## config.mk

```make
export PLATFORM = sky130hd
export DESIGN_NAME = lsm_sequencer
export DESIGN_NICKNAME = d
export VERILOG_FILES = /design/src/rtl/lsm_pkg.sv /design/src/rtl/lsm_lowbit_enc.sv /design/src/rtl/lsm_sequencer.sv
export SDC_FILE = /design/constraint.sdc
export NUM_CORES = 1
export LEC_CHECK = 0
export BUFFER_PORTS_ARGS = -buffer_cell sky130_fd_sc_hd__buf_2
export CORE_AREA = 2 2 180 182
export CTS_BUF_LIST = sky130_fd_sc_hd__clkbuf_8
export DETAILED_ROUTE_END_ITERATION = 16
export DIE_AREA = 0 0 182 184
export PLACE_DENSITY = 0.54
export SLEW_MARGIN = 0
export SYNTH_ARGS = -nofsm -noshare
export SYNTH_HDL_FRONTEND = slang
export SYNTH_SLANG_ARGS = --single-unit
```

## constraint.sdc

```tcl
create_clock -name CLK -period 4.4 [get_ports CLK]
set_input_delay 0.44 -clock CLK [delete_from_list [all_inputs] [get_ports CLK]]
set_output_delay 0.44 -clock CLK [all_outputs]
set_load 0.005 [all_outputs]
```

## src/rtl/lsm_pkg.sv

```systemverilog
// ---------------------------------------------------------------------------
// lsm_pkg
// Shared definitions for the load/store-multiple sequencer:
//   - control-word command codes (NOP/START/NEXT/ABORT)
//   - sequencer state encoding (IDLE/ACTIVE/DONE)
//   - IR field bit positions and the LDM/STM instruction class
//   - popcount helper used to size the transfer at START
// ---------------------------------------------------------------------------
package lsm_pkg;

   typedef enum logic [2:0] {
      CMD_NOP   = 3'd0,
      CMD_START = 3'd1,
      CMD_NEXT  = 3'd2,
      CMD_ABORT = 3'd3
   } lsm_cmd_e;

   typedef enum logic [1:0] {
      ST_IDLE   = 2'd0,
      ST_ACTIVE = 2'd1,
      ST_DONE   = 2'd2
   } lsm_state_e;

   // IR field positions
   localparam int IR_CLASS_HI = 27;
   localparam int IR_CLASS_LO = 25;
   localparam int IR_P_BIT    = 24;
   localparam int IR_U_BIT    = 23;
   localparam int IR_S_BIT    = 22;
   localparam int IR_W_BIT    = 21;
   localparam int IR_L_BIT    = 20;
   localparam int IR_LIST_HI  = 15;
   localparam int IR_LIST_LO  = 0;

   localparam logic [2:0] LSM_CLASS = 3'b100;

   // Number of set bits in a 16-bit register list (0..16).
   function automatic logic [4:0] popcount16(input logic [15:0] list);
      logic [4:0] cnt;
      cnt = 5'd0;
      for (int i = 0; i < 16; i++) begin
         cnt = cnt + {4'd0, list[i]};
      end
      return cnt;
   endfunction

endpackage

```

## src/rtl/lsm_lowbit_enc.sv

```systemverilog
// ---------------------------------------------------------------------------
// lsm_lowbit_enc
// Priority encoder on the remaining register list.
// Ports:
//   list_i        16-bit remaining register list
//   idx_o         index of the lowest set bit (0 when the list is empty)
//   onehot_last_o exactly one bit of the list is set
// ---------------------------------------------------------------------------
module lsm_lowbit_enc (
   input  logic [15:0] list_i,
   output logic [3:0]  idx_o,
   output logic        onehot_last_o
);

   always_comb begin
      idx_o = 4'd0;
      // Scan downward so the lowest set bit is the last one written.
      for (int i = 15; i >= 0; i--) begin
         if (list_i[i]) begin
            idx_o = 4'(i);
         end
      end
   end

   // x & (x-1) clears the lowest set bit; zero result means a single bit.
   assign onehot_last_o = (list_i != 16'd0) &&
                          ((list_i & (list_i - 16'd1)) == 16'd0);

endmodule

```

## src/rtl/lsm_sequencer.sv

```systemverilog
// ---------------------------------------------------------------------------
// lsm_sequencer
// Steps an ARM LDM/STM through its register list, one register per NEXT
// command, so the microprogram can loop on a single transfer state.
// Ports:
//   CLK, RESET_N      clock, asynchronous active-low reset
//   IR                instruction register (class, P/U/S/W/L, register list)
//   BASE              Rn value, sampled on START
//   LSM_EN, LSM_IN    control-word enable and command (NOP/START/NEXT/ABORT)
//   MOC               memory operation complete, qualifies NEXT
//   LSM_DETECT        IR holds a load/store-multiple (combinational)
//   LSM_END           current transfer is the last one, or DONE
//   BUSY              sequencer is ACTIVE
//   REG_IDX, ADDR     register number and address of the current transfer
//   WB_ADDR           value to write back to Rn
//   WB_EN, LOAD, USER_BANK  latched W, L and S bits
// ---------------------------------------------------------------------------
module lsm_sequencer
   import lsm_pkg::*;
#(
   parameter int WORD_BYTES = 4
) (
   input  logic        CLK,
   input  logic        RESET_N,
   input  logic [31:0] IR,
   input  logic [31:0] BASE,
   input  logic        LSM_EN,
   input  logic [2:0]  LSM_IN,
   input  logic        MOC,
   output logic        LSM_DETECT,
   output logic        LSM_END,
   output logic        BUSY,
   output logic [3:0]  REG_IDX,
   output logic [31:0] ADDR,
   output logic [31:0] WB_ADDR,
   output logic        WB_EN,
   output logic        LOAD,
   output logic        USER_BANK
);

   lsm_state_e  state_q, state_d;
   logic [15:0] list_q, list_d;
   logic [31:0] addr_q, addr_d;
   logic [31:0] wb_addr_q, wb_addr_d;
   logic        wb_en_q, wb_en_d;
   logic        load_q, load_d;
   logic        user_q, user_d;

   logic        cmd_start, cmd_next, cmd_abort;
   logic [3:0]  low_idx;
   logic        onehot_last;

   logic [15:0] ir_list;
   logic [4:0]  ir_count;
   logic [31:0] span;
   logic [31:0] start_addr;
   logic [31:0] final_addr;

   // Condition code and Rn fields are not consumed here.
   logic        unused_ir_bits;
   assign unused_ir_bits = ^{IR[31:28], IR[19:16]};

   assign LSM_DETECT = (IR[IR_CLASS_HI:IR_CLASS_LO] == LSM_CLASS);

   assign cmd_start = LSM_EN && (LSM_IN == CMD_START);
   assign cmd_next  = LSM_EN && (LSM_IN == CMD_NEXT);
   assign cmd_abort = LSM_EN && (LSM_IN == CMD_ABORT);

   lsm_lowbit_enc u_enc (
      .list_i        (list_q),
      .idx_o         (low_idx),
      .onehot_last_o (onehot_last)
   );

   // Start/write-back addresses. Transfers always ascend, so decrement
   // modes begin at the bottom of the block.
   assign ir_list  = IR[IR_LIST_HI:IR_LIST_LO];
   assign ir_count = popcount16(ir_list);
   assign span     = 32'(ir_count) * 32'(WORD_BYTES);

   always_comb begin
      start_addr = BASE;
      final_addr = BASE;
      if (ir_count != 5'd0) begin
         unique case ({IR[IR_P_BIT], IR[IR_U_BIT]})
            2'b01:   start_addr = BASE;
            2'b11:   start_addr = BASE + 32'(WORD_BYTES);
            2'b00:   start_addr = BASE - span + 32'(WORD_BYTES);
            default: start_addr = BASE - span;
         endcase
         final_addr = IR[IR_U_BIT] ? (BASE + span) : (BASE - span);
      end
   end

   always_comb begin
      state_d   = state_q;
      list_d    = list_q;
      addr_d    = addr_q;
      wb_addr_d = wb_addr_q;
      wb_en_d   = wb_en_q;
      load_d    = load_q;
      user_d    = user_q;

      if (cmd_abort) begin
         // Addresses are left as-is so the control unit can inspect them.
         state_d = ST_IDLE;
         list_d  = 16'd0;
      end else begin
         unique case (state_q)
            ST_IDLE: begin
               if (cmd_start) begin
                  list_d    = ir_list;
                  load_d    = IR[IR_L_BIT];
                  user_d    = IR[IR_S_BIT];
                  wb_en_d   = IR[IR_W_BIT];
                  addr_d    = start_addr;
                  wb_addr_d = final_addr;
                  state_d   = (ir_count != 5'd0) ? ST_ACTIVE : ST_DONE;
               end
            end
            ST_ACTIVE: begin
               if (cmd_next && MOC) begin
                  list_d = list_q & (list_q - 16'd1);
                  addr_d = addr_q + 32'(WORD_BYTES);
                  if (onehot_last) begin
                     state_d = ST_DONE;
                  end
               end
            end
            ST_DONE: begin
               state_d = ST_IDLE;
            end
            default: begin
               state_d = ST_IDLE;
            end
         endcase
      end
   end

   always_ff @(posedge CLK or negedge RESET_N) begin
      if (!RESET_N) begin
         state_q   <= ST_IDLE;
         list_q    <= 16'd0;
         addr_q    <= 32'd0;
         wb_addr_q <= 32'd0;
         wb_en_q   <= 1'b0;
         load_q    <= 1'b0;
         user_q    <= 1'b0;
      end else begin
         state_q   <= state_d;
         list_q    <= list_d;
         addr_q    <= addr_d;
         wb_addr_q <= wb_addr_d;
         wb_en_q   <= wb_en_d;
         load_q    <= load_d;
         user_q    <= user_d;
      end
   end

   assign BUSY      = (state_q == ST_ACTIVE);
   assign LSM_END   = (state_q == ST_DONE) ||
                      ((state_q == ST_ACTIVE) && onehot_last);
   assign REG_IDX   = low_idx;
   assign ADDR      = addr_q;
   assign WB_ADDR   = wb_addr_q;
   assign WB_EN     = wb_en_q;
   assign LOAD      = load_q;
   assign USER_BANK = user_q;

endmodule

```

Word-level counts from Yosys, hierarchy flattened
Cells that the tools add are included.
{"block": "totals", "romBits": 0, "mem_bits_rw": 0, "regBits": 85, "latch_bits": 0, "mem_count": 0, "input_bits": 71, "out_inout_bits": 74, "elab_cells": 94}
{"block": "classes", "eq_ne": 13, "multipliers": 0, "n_addsub": 21, "div_mod_pow": 0, "n_bitwise": 2, "shift": 0, "muxes": 33, "order_cmp": 0, "reduce_logical": 18}
{"op": "$mux 32", "count": 5}
{"op": "$add 32x3->32 const B", "count": 3}
{"op": "$pmux 32 s3", "count": 1}
{"op": "$mux 4", "count": 16}
{"op": "$pmux 32 s2", "count": 1}
{"op": "$add 5x1->5", "count": 11}
{"op": "$mux 16", "count": 3}
{"op": "$add 32x7->32", "count": 1}
{"op": "$pmux 16 s2", "count": 1}
{"op": "$sub 32x7->32", "count": 1}
{"op": "$and 16x16->16", "count": 1}
{"op": "$logic_not 16->1", "count": 1}
{"op": "$reduce_bool 16->1", "count": 1}
{"op": "$sub 16x1->16 const B", "count": 1}
{"op": "$mux 2", "count": 5}
{"op": "$reduce_and 3->1", "count": 3}
{"op": "$eq 3x2->1 const B", "count": 2}
{"op": "$logic_and 1x1->1", "count": 6}
{"op": "$ne 3x1->1 const B", "count": 2}
{"op": "$add 4x1->5", "count": 1}
{"op": "$reduce_bool 5->1", "count": 1}
{"op": "$add 3x1->4", "count": 1}
{"op": "$eq 2x1->1 const B", "count": 2}
{"op": "$eq 2x2->1 const B", "count": 2}
{"op": "other kinds (14)", "count": 15}

Depth between registers and ports, before layout
{"block": "logic_depth", "word_depth": 21, "ltp_mapped": 26, "depth_no_buf": 24}

Cells and area by module
Synthesis repeated with hierarchy kept, for this count alone.
{"block": "hier_totals", "hier_cells": 1203, "hier_area_um2": 8648.3}
{"module": "lsm_sequencer", "seq_area_each_um2": 2127.0, "area_each_um2": 8318.0, "cells_each": 1147, "n_inst": 1}
{"module": "lsm_lowbit_enc", "seq_area_each_um2": 0.0, "area_each_um2": 330.3, "cells_each": 56, "n_inst": 1}

Worst setup path after synthesis
No wires, ideal clock.
{"block": "synth_path", "path_kind": "input -> register", "start": "input IR[5]", "end": "register addr_q[25] (netlist: ADDR[25])", "path_stages": 23, "path_slack_ps": -2310, "n_path_buf": 1, "required_ps": 4269, "setup_time_ps": 131, "arrival_ps": 6579, "cell_sequence": "inv_1 -> fa_1 -> inv_1 -> fa_1 -> inv_1 -> fa_1 -> fa_1 -> inv_1 -> ha_1 -> a21o_1 -> a21oi_1 -> xnor2_1 -> ha_1 -> clkbuf_1 -> nor2b_1 -> a211oi_1 -> o21ai_0 -> a222oi_1 -> nand4_1 -> nor4_2 -> mux2i_1 -> nor3_1 -> or3_1"}
{"block": "synth_via", "elab_chain_len": 17, "elab_cells_between_ends": 18, "classes_between": "13 x add/sub; 4 x mux; 1 x reduce/logical"}
{"element": "from (decl)", "line": "lsm_sequencer.sv:25", "text": "input logic [31:0] IR,"}
{"element": "$add 5x1->5 * (11 in series)", "line": "lsm_pkg.sv:42", "text": "cnt = cnt + {4'd0, list[i]};"}
{"element": "$sub 32x7->32", "line": "lsm_sequencer.sv:88, lsm_sequencer.sv:89"}
{"element": "$add 32x3->32", "line": "lsm_sequencer.sv:88", "text": "2'b00: start_addr = BASE - span + 32'(WORD_BYTES);"}
{"element": "$pmux 32 s3", "line": "lsm_sequencer.sv:85", "text": "unique case ({IR[IR_P_BIT], IR[IR_U_BIT]})"}
{"element": "$mux 32 *", "line": "lsm_sequencer.sv:84", "text": "if (ir_count != 5'd0) begin"}
{"element": "$mux 32 *", "line": "lsm_sequencer.sv:111", "text": "if (cmd_start) begin"}
{"element": "$pmux 32 s2 *", "line": "lsm_sequencer.sv:109", "text": "unique case (state_q)"}
{"element": "to (signal assigned)", "line": "lsm_sequencer.sv:152", "text": "addr_q <= addr_d;"}
{"element": "to (decl)", "line": "lsm_sequencer.sv:43", "text": "logic [31:0] addr_q, addr_d;"}
Mark *: on every way between the ends. The rest lies on a longest branch, timed or not. The select of a mux whose other input is x is not followed.
A chain may end at the register's enable or synchronous reset.

Worst setup path after layout
{"block": "layout_path", "start": "input IR[11]", "end": "register addr_q[25] (netlist: ADDR[25])"}
{"block": "layout_via", "elab_chain_len": 11, "elab_cells_between_ends": 12, "classes_between": "7 x add/sub; 4 x mux; 1 x reduce/logical"}
{"element": "$add 5x1->5 * (5 in series)", "line": "lsm_pkg.sv:42"}
{"element": "$sub 32x7->32", "line": "lsm_sequencer.sv:88, lsm_sequencer.sv:89"}
{"element": "$add 32x3->32", "line": "lsm_sequencer.sv:88"}
{"element": "$pmux 32 s3", "line": "lsm_sequencer.sv:85"}
{"element": "$mux 32 *", "line": "lsm_sequencer.sv:84"}
{"element": "$mux 32 *", "line": "lsm_sequencer.sv:111"}
{"element": "$pmux 32 s2 *", "line": "lsm_sequencer.sv:109"}
Marked as above.

==> metrics.md <==
| Metric | Value |
|---|---|
| Logic gate share of total power | `0.741` |
| Crit-path max FO | `8` |
| Most common cell after layout, fill and taps aside | `buf_4` |
| Max Cap Violations | `0` |
| Drt drc | `0` |
| H-Tree Depth | `3` |
| Placed insts | `1875` |
| Total CTS buffers | `9` |
| CP peak stage delay | `0.54 ns` |
| Predominant post-synthesis flop cell | `dfrtp_1` |
| Post-Syn Nets | `1318` |
| Slew of the pin with the lowest slew margin | `0.863 ns` |
| Crit path launch | `IR[11]` |
| Pint | `0.00464 W` |
| Placement Setup Slack | `-2.38 ns` |
| Worst r2r path cells | `9` |
| Gate Count Post-Synth | `1214` |
| Fin crit share | `1.40` |
| Fin cells | `1933` |
| Initial antenna violation count | `2` |
| LEAKAGE | `5.60 nW` |
| Slowest-stage cell, CP | `fa_1` |
| Clk pwr share | `0.079` |
| Antenna Cells | `0` |
| Post-Syn Area | `8760 um^2` |
| Largest net degree at the start of global routing | `62` |
| CTS tree | `built` |
| Post-layout nets | `1630` |
| Peak Freq | `163 MHz` |
| Die width | `182 um` |
| DRT Pass-1 Iters | `6` |
| Crit path time final | `6.15 ns` |
| Sequential share of the synthesized area | `0.243` |
| P&R area growth vs syn | `52.3%` |
| Sequential share of power | `0.181` |
| Crit path required time | `4.69 ns` |
| Iteration-0 DRC Markers | `1037` |
| Routed Wire Length | `40200 um` |
| Internal reg-to-reg setup slack | `1.18 ns` |
| Post-synthesis register bit count | `85` |
| GPL Wtd Cong | `0.921` |
| Final hold viol count | `0` |
| All-Layer GR Usage | `0.234` |
| DP HPWL | `30400 um` |
| Clock Sinks | `85` |
| First-pass GRT wire length | `60600 um` |
| Worst hold path class | `in2async` |
| FFs w/ async S/R, synth | `1.00` |
| Vias in the first global route | `9902` |
| Startpoint type of the worst setup path | `input pin` |
| Syn avg cell area | `7.22 um^2` |
| Critical path class | `in2reg` |
| Core Rows | `65` |
| Congestion Overflow GR | `0` |
| RSZ-0062 raised after global routing | `true` |
| PnR worst setup slack | `-1.75 ns` |
| Commonest cells after routing, fill and taps aside | `buf_4, buf_2, nand2_1, nor2_1, dfrtp_1` |
| Top cells by area, synth | `dfrtp_1, o21ai_0, nand2_1` |
| Max-slew violation count | `0` |
| Area of the core | `31400 um^2` |
| Root Driver | `clkbuf_8` |
| R2R Path End | `state_q[1]` |
| Status | `finished with violations` |
| DR vias/cell | `5.57` |
| Sw Share | `0.460` |
| Vias post-DR | `10800` |
| Distinct cell type count after synthesis | `80` |
| Worst r2r src | `list_q[0]` |
| CTS Buffer Depth | `2` |
| Clock skew | `0.0228 ns` |
| Cell taking the most area after synthesis | `dfrtp_1` |
| Peak VDD IR | `0.000378 V` |
| IO buf count | `136` |
| Initial Util | `0.279` |
| Worst rel slew slack | `0.424` |
| Cts hold-fix bufs | `0` |
| Total power | `0.00859 W` |
| Clk slew on worst S/H paths | `0.11 ns` |
| Yosys warns | `0` |
| Remaining antenna violation count | `0` |
| Ports | `145` |
| Share of cells above drive strength 1 | `0.405` |
| PwrDens | `643 nW/um^2` |
| Top cell type's share of synthesized area | `0.243` |
| EDFF count, synth | `0` |
| Final setup fails | `59` |
| Die Height | `184 um` |
| Violated checks | `setup timing` |
| Psw | `0.00395 W` |
| Critical path arrival | `6.44 ns` |
| Die ar. | `33500 um^2` |
| CP endpoint kind | `flop` |
| Worst-Skew Late Latency | `0.41 ns` |
| WL/cell | `20.8 um` |
cell type report:
type	count	area, um^2
clock buffers	11	151
inverters	54	203
flip-flops and latches	85	2130
repair buffers	390	2880
well taps	402	503
multi-input cells	986	7400
clock inverters	5	82.6
fillers	3119	18000
stage by stage:
stage / instance area [um^2] / hold WS [ns] / TNS, ns / util
2_1_floorplan: 9020 / 0.144 / -59.81 / -
3_3_place_gp: 11500 / 0.452 / -103.68 / 0.365
3_5_place_dp: 11500 / 0.462 / -106.27 / 0.365
4_1_cts: 12600 / 0.154 / -64.49 / 0.402
5_1_grt: 13300 / 0.151 / -81.61 / 0.425
6_report: 13300 / 0.100 / -69.91 / 0.425
sequential cells by signal, summed over array words and instances (netlist names):
register / flops
WB_ADDR: 32
LOAD: 1
WB_EN: 1
USER_BANK: 1
state_q: 2
ADDR: 32
list_q: 16
routing by layer:
layer / track usage / share of wire
met5: 0 / 0.00032
met4: 0.0668 / 0.022
met1: 0.344 / 0.47
met2: 0.358 / 0.44
met3: 0.0295 / 0.070
synth_stat cells, types with 8 or more instances:
library cell and count:
ha_1 21, o31ai_1 9, clkbuf_1 80, inv_1 53, a31oi_1 24, dfrtp_1 85
nand2b_1 13, nand4_1 16, xor2_1 26, fa_1 12, o21ai_0 125, a22o_1 9
nand3_1 38, xnor2_1 42, nor3_1 42, o22ai_1 15, nor4_1 27, a21o_1 11
nor2b_1 12, o311ai_0 9, or3_1 22, and2_1 12, a221oi_1 8, a21oi_1 85
and3_1 13, a211oi_1 16, o21a_1 9, and4_1 8, nand2_1 125, nor2_1 124
power by group through the flow:
stage | Clock, W | Combinational (W) | Sequential, W
final | 0.000675 | 0.00636 | 0.00155
after CTS | 0.000692 | 0.00574 | 0.00154
after global routing | 0.000728 | 0.00684 | 0.00161
after detailed placement | 0 | 0.00471 | 0.00155
after global placement | 0 | 0.00469 | 0.00154
after floorplan | 0 | 0.00260 | 0.00146
critical path, delay by kind of cell:
| family | cells | cell delay (ns) |
|---|---|---|
| fa+ha+maj | 7 | 2.74 |
| simple gates | 6 | 1.48 |
| compound gates | 3 | 0.26 |
| buf+inv | 12 | 1.27 |
| xor+xnor | 1 | 0.23 |
timing repair:
action	in CTS	in global routing
pin swaps	90	91
gates cloned	1	0
buffers inserted	29	25
endpoints found under the setup margin	59	60
resized for setup	190	136
cells by family (layout without fill, tap and decap cells):
group	count (synthesis)	in the layout	synth area share
and+or+nand+nor	492	492	0.283
AOI/OAI and AO/OA	383	383	0.275
buffers and inverters	143	460	0.0627
DFF	85	85	0.243
xor gates and xnor gates	68	68	0.0680
adders and majority gates	35	35	0.0597
muxes	8	8	0.00928
how the worst max path moves through the flow:
stage	to	slack [ns]	cells after the start
floorplan	ADDR[25]	-1.88	24
global placement	ADDR[13]	-2.35	24
detailed placement	ADDR[13]	-2.38	24
CTS	ADDR[20]	-1.68	27
global route	ADDR[25]	-1.99	29
finish	ADDR[25]	-1.75	29
No activity file was read; power rests on OpenSTA's default activity.
